===== src/rtl/scratch_arbiter.sv =====
// scratch_arbiter: round-robin arbiter and sequencer for the 256 x 10-bit
// Scratch RAM. It shares the single RAM port between requester A (core) and
// requester B (debug/DMA). Optional clear engine, compiled in when the macro
// SCR_CLEAR_EN is defined, sweeps every address to CLR_VALUE.
//
// Handshake: a requester raises REQ with stable WE/ADDR/WDATA and holds them
// until it sees GNT. GNT is combinational, and the access completes at the
// next CLK edge. REQ still high after that edge counts as a new request.
// Reads return RDATA with a one-cycle RVALID pulse in the following cycle.
module scratch_arbiter #(
  parameter logic [9:0] CLR_VALUE = 10'h000
) (
  input  logic       CLK,
  input  logic       RST,
  input  logic       REQ_A,
  input  logic       WE_A,
  input  logic [7:0] ADDR_A,
  input  logic [9:0] WDATA_A,
  input  logic       REQ_B,
  input  logic       WE_B,
  input  logic [7:0] ADDR_B,
  input  logic [9:0] WDATA_B,
  output logic       GNT_A,
  output logic       GNT_B,
  output logic [9:0] RDATA_A,
  output logic [9:0] RDATA_B,
  output logic       RVALID_A,
  output logic       RVALID_B,
  input  logic       CLR_START,
  output logic       CLR_BUSY,
  output logic       CLR_DONE,
  output logic [7:0] SCR_ADDR,
  output logic       SCR_WE,
  output logic [9:0] SCR_DIN,
  input  logic [9:0] SCR_DOUT
);

  logic       clearing;
  logic [7:0] sweep_addr;
  logic       gnt_a, gnt_b;
  logic [7:0] scr_addr;
  logic [9:0] scr_din;
  logic       scr_we;
  logic       last_q;          // 0 = A served last, 1 = B served last
  logic [7:0] addr_q;
  logic [9:0] din_q;
  logic       rvalid_a_q, rvalid_b_q;
  logic [9:0] rdata_a_q, rdata_b_q;

`ifdef SCR_CLEAR_EN
  typedef enum logic {IDLE = 1'b0, CLEAR = 1'b1} state_t;
  state_t     state_q, state_d;
  logic [7:0] cnt_q;
  logic       done_q;

  // FSM state register
  always_ff @(posedge CLK or posedge RST) begin
    if (RST) state_q <= IDLE;
    else     state_q <= state_d;
  end

  // FSM next state: start is ignored while a sweep is running
  always_comb begin
    state_d = state_q;
    case (state_q)
      IDLE:    if (CLR_START) state_d = CLEAR;
      CLEAR:   if (cnt_q == 8'hFF) state_d = IDLE;
      default: state_d = IDLE;
    endcase
  end

  // Sweep counter and done pulse in the first cycle back in IDLE
  always_ff @(posedge CLK or posedge RST) begin
    if (RST) begin
      cnt_q  <= 8'h00;
      done_q <= 1'b0;
    end else begin
      done_q <= (state_q == CLEAR) && (cnt_q == 8'hFF);
      if (state_q == CLEAR) cnt_q <= cnt_q + 8'h01;
      else                  cnt_q <= 8'h00;
    end
  end

  assign clearing   = (state_q == CLEAR);
  assign sweep_addr = cnt_q;
  assign CLR_BUSY   = clearing;
  assign CLR_DONE   = done_q;
`else
  logic unused_clr;
  assign unused_clr = &{1'b0, CLR_START};
  assign clearing   = 1'b0;
  assign sweep_addr = 8'h00;
  assign CLR_BUSY   = 1'b0;
  assign CLR_DONE   = 1'b0;
`endif

  // Arbitration and RAM port mux; reset forces every grant low at once
  always_comb begin
    gnt_a    = 1'b0;
    gnt_b    = 1'b0;
    scr_addr = addr_q;
    scr_din  = din_q;
    scr_we   = 1'b0;
    if (!RST && !clearing) begin
      if (REQ_A && (!REQ_B || last_q)) gnt_a = 1'b1;
      else if (REQ_B)                  gnt_b = 1'b1;
    end
    if (clearing) begin
      scr_addr = sweep_addr;
      scr_din  = CLR_VALUE;
      scr_we   = 1'b1;
    end else if (gnt_a) begin
      scr_addr = ADDR_A;
      scr_din  = WDATA_A;
      scr_we   = WE_A;
    end else if (gnt_b) begin
      scr_addr = ADDR_B;
      scr_din  = WDATA_B;
      scr_we   = WE_B;
    end
  end

  // Round-robin pointer, held RAM address/data, per-port read return
  always_ff @(posedge CLK or posedge RST) begin
    if (RST) begin
      last_q     <= 1'b1;
      addr_q     <= 8'h00;
      din_q      <= 10'h000;
      rvalid_a_q <= 1'b0;
      rvalid_b_q <= 1'b0;
      rdata_a_q  <= 10'h000;
      rdata_b_q  <= 10'h000;
    end else begin
      addr_q     <= scr_addr;
      din_q      <= scr_din;
      if (gnt_a)      last_q <= 1'b0;
      else if (gnt_b) last_q <= 1'b1;
      rvalid_a_q <= gnt_a && !WE_A;
      rvalid_b_q <= gnt_b && !WE_B;
      if (gnt_a && !WE_A) rdata_a_q <= SCR_DOUT;
      if (gnt_b && !WE_B) rdata_b_q <= SCR_DOUT;
    end
  end

  assign GNT_A    = gnt_a;
  assign GNT_B    = gnt_b;
  assign SCR_ADDR = scr_addr;
  assign SCR_DIN  = scr_din;
  assign SCR_WE   = scr_we;
  assign RDATA_A  = rdata_a_q;
  assign RDATA_B  = rdata_b_q;
  assign RVALID_A = rvalid_a_q;
  assign RVALID_B = rvalid_b_q;

endmodule

===== config.mk =====
export PLATFORM = sky130hd
export DESIGN_NAME = scratch_arbiter
export DESIGN_NICKNAME = d
export VERILOG_FILES = /design/src/rtl/scratch_arbiter.sv
export SDC_FILE = /design/constraint.sdc
export NUM_CORES = 1
export LEC_CHECK = 0
export BUFFER_PORTS_ARGS = -buffer_cell sky130_fd_sc_hd__buf_2
export CORE_ASPECT_RATIO = 1.4
export CORE_MARGIN = 2
export CORE_UTILIZATION = 48
export DETAILED_ROUTE_END_ITERATION = 8
export PLACE_DENSITY_LB_ADDON = 0.05
export SETUP_SLACK_MARGIN = 0.3
export SLEW_MARGIN = 20
export SYNTH_ARGS = -nofsm -noshare
export SYNTH_HDL_FRONTEND = slang
export SYNTH_SLANG_ARGS = --single-unit

===== constraint.sdc =====
create_clock -name CLK -period 2.6 [get_ports CLK]
set_input_delay 0.52 -clock CLK [delete_from_list [all_inputs] [get_ports CLK]]
set_output_delay 0.52 -clock CLK [all_outputs]
set_load 0.1 [all_outputs]

Yosys cells after proc, flatten, opt, wreduce, memory -nomap -nowiden
Index checks and enable logic that the tools add are counted.
{ "word_totals": {"ff_bits": 41, "input_bits": 53, "output_inout_bits": 45, "word_cells": 28} }
{ "classes": {"n_mux": 13, "n_reduce_logical": 8} }
{ "op_table": {"columns": ["operator", "count"], "rows": [
  ["$mux 10", 2],
  ["$mux 8", 2],
  ["$mux 1", 9],
  ["$logic_and 1x1->1", 3],
  ["$logic_not 1->1", 3],
  ["$reduce_bool 2->1", 1],
  ["$logic_or 1x1->1", 1]
]} }

Longest topological paths before layout
{ "logic_depth": {"ltp_word": 7, "depth_mapped": 5, "mapped_depth_nobuf": 3} }

Worst setup path after synthesis
Ideal clock, no wire load.
{ "synth_timing": {"kind": "input-to-output", "startpoint": "in RST", "endpoint": "out SCR_WE", "arrival_time_ns": 3.072, "required_ns": 2.080, "setup_slack_ns": -0.992, "stages": 4, "n_path_buf": 1, "path_cell_list": "nand2b_1 buf_2 nor2_1 a22o_1"} }
{ "synth_via": {"elab_chain_cells": 3, "elab_cells_between_ends": 4} }
{ "synth_lines": {"columns": ["element", "line_no", "rtl"], "rows": [
  ["start: declaration", "14", "input logic RST,"],
  ["$mux 1", "104", "if (!RST && !clearing) begin"],
  ["via GNT_B", "24", "output logic GNT_B,"],
  ["$mux 1", "116", "end else if (gnt_b) begin"],
  ["$mux 1", "112", "end else if (gnt_a) begin"],
  ["end: declaration", "33", "output logic SCR_WE,"]
]} }
The timed path passes the listed nets, and every way through them passes these cells.

Worst setup path in the final report
{ "layout_timing": {"startpoint": "in RST", "endpoint": "out SCR_ADDR[1]"} }
{ "layout_via": {"elab_chain_cells": 3, "elab_cells_between_ends": 4} }
{ "layout_lines": {"columns": ["element", "line_no", "rtl"], "rows": [
  ["$mux 1", "104", null],
  ["$mux 8", "116", null],
  ["$mux 8 *", "112", null],
  ["end: declaration", "32", "output logic [7:0] SCR_ADDR,"]
]} }
Every way passes the cells marked *; elsewhere a longest branch is shown, timed or not.

==> metrics <==
CP Data Arrival Time=1.79 ns; Avg Cell Area, Syn=12.53 µm²; NumNets Final=294; Std-Cell Rows=26; fin cells=284; Most used DFF post-synth=dfrtp_1; slowest stage delay, CP=0.36 ns; largest family of logic cells by synthesized area=compound AO/OA/AOI/OAI gates; Final min period=2.307 ns; Setup CP Type=in2out; FFs w/ async S/R, synth=100.0%; post-route ant nets=0; detailed router's first-iteration violation count=38; Hold Violations, Final=0; Mapped Area=1829 µm²; unrepaired setup endpoints after global routing=yes; global-route wire length before repair=9335 µm; Synth Area in Simple Gates=8.755%; fmax=433.5 MHz; Placed Cells=274; routability cong.=0.6856; most numerous cell in the Yosys netlist=dfrtp_1; number of warnings issued by yosys=0; total CTS buffers=5; endpoint class of the critical path=output pin; Residual DRC=0; Buf/Inv on CP=3; initial antenna violation count=0; Initial Utilization=50.21%; # diodes=0; Overall Power=3.208 mW; Sink Count=41; Pleak=1.435 nW; Worst Setup Slack, final=0.2932 ns; die area=4328 µm²; final wirelength=5820 µm; CTS root buffer=clkbuf_8; vias per cell=5.806; # H-tree levels=2; CTS tree=built; setup TNS=0 ns; maxcap violations=0; delay-heaviest family, CP=simple AND/OR/NAND/NOR gates; setup violators final=0; final slew viol count=0; cts hold-fix bufs=0; R2R Setup Slk=0.92 ns; Synth top area share=54.72%; post-layout util=87.84%; multiplexer area fraction after synthesis=14.16%; status=finished, final reports clean; slowest CP cell=nor3_1; DP Worst Slack=0.1370 ns; die height=77.04 µm; CTS Buffer Depth=2; Synth Register Bits=41; clk_lat worst skew=0.30 ns; post-synthesis adder-cell area fraction=0%; core box area=3643 µm²; synthesized instance count=146; DRT Pass-1 Iters=4; Netlist cell types=20; crit-path max FO=18; port bufs=94; most common library cells after synthesis=40 x dfrtp_1, 19 x nor3_1, 18 x o22ai_1, 18 x o2bb2ai_1; Worst-path clk slew=0.08 ns; Worst slew margin=59.37%; VDD IR max=0.9631 mV; Compound-Gate Fraction of Synth Area=15.25%; Wirelength per Cell=20.49 µm; Die Wd=56.18 µm; Post-Place Cell Area=2983 µm²; worst min-delay path class=in2async; dominant cells by area after synthesis=dfrtp_1 55%, o2bb2ai_1 8.6%, mux2_4 7.4%, mux2_2 6.8%, o22ai_1 6.2%; vias in the first global route=1905; PwrDens=1002 nW/µm²; EDFF count, synth=0; synth-to-layout area growth=74.97%; Layout Skew=0.007169 ns; gr usage total=28.14%; Cell Chain, Critical Path=buf_2, nand2b_1, buf_4, nor3_1, o2bb2ai_4, buf_12; sequential share of the synthesized area=56.16%; share of cells above drive strength 1=68.18%; CP required=2.08 ns; Design Area, Final=3201 µm²; Synth Area in XOR/XNOR=0%; Tcrit/Tclk final=88.72%; final hold slack=0.2305 ns; via count=1649; global route overflow=0; Startpoint Class=input pin; largest net degree at the start of global routing=26; IO Pins=98; Final HPWL DP=3909 µm; Worst-Margin Slew=0.6057 ns; leading area contributor after synthesis=dfrtp_1
## state kept, by name, indices dropped and copies added (netlist names)
signal	count
RDATA_A	10
RDATA_B	10
din_q	10
addr_q	8
RVALID_A	1
RVALID_B	1
last_q	1
## timing repair
action	in CTS	in global routing
setup buffers	0	0
resized for setup	5	7
pin swaps	0	2
cloned	0	2
setup endpoints to repair	20	19
## per-layer routing
metal / routed length [µm] / share of wire, % / vias up / track usage [%]
met5: 0 / 0 / - / 0
met4: 129 / 2.2 / 0 / 11.19
met3: 353 / 6.1 / 13 / 6.239
met2: 3281 / 56 / 87 / 51.88
met1: 2055 / 35 / 824 / 30.48
li1: - / - / 725 / -
## cell families (layout without fill, tap and decap cells)
kind of cell	count (synthesis)	after routing
flip-flops	41	41
multiplexers	20	20
AND/OR/NAND/NOR	29	30
AO/OA/AOI/OAI	37	37
other	1	2
buffers and inverters	18	112
## power breakdown
group	internal [mW]	switching, mW	total (mW)
Clock	0.386	0.235	0.622
Combinational	0.471	1.29	1.76
Sequential	0.767	0.0607	0.828
## cells in the final DEF, fill, tap and decap left out, types with 2 or more instances in the layout
| master | n |
|---|---|
| buf_12 | 21 |
| buf_2 | 73 |
| buf_4 | 7 |
| bufinv_16 | 2 |
| clkbuf_8 | 5 |
| conb_1 | 2 |
| dfrtp_1 | 40 |
| mux2_2 | 11 |
| mux2_4 | 9 |
| nor2_1 | 2 |
| nor2_4 | 2 |
| nor3_1 | 11 |
| nor3_2 | 8 |
| o22ai_1 | 18 |
| o2bb2ai_4 | 18 |
## cell type report
type	count	area, µm²
Tap cell	42	52.55
Clock buffer	5	68.82
Inverter	2	7.507
Multi-Input combinational cell	89	1112
Clock inverter	3	68.82
Fill cell	171	442.9
Sequential cell	41	1027
Timing Repair Buffer	102	863.3
## final timing paths
| kind | depth (start not counted) | endpoint | from |
|---|---|---|---|
| min | 2 | din_q[8]$_DFF_PP0_ | RST |
| min reg2reg | 1 | RDATA_B[7]$_DFFE_PP0P_ | RDATA_B[7]$_DFFE_PP0P_ |
| max reg2reg | 4 | RDATA_A[4]$_DFFE_PP0P_ | last_q$_DFFE_PP1P_ |
| min in group CLK | 2 | RDATA_B[9]$_DFFE_PP0P_ | SCR_DOUT[9] |
| max in group asynchronous | 3 | RVALID_B$_DFF_PP0_ | RST |
| max | 6 | SCR_ADDR[1] | RST |
Note: power is estimated with default switching activity, not from simulation.
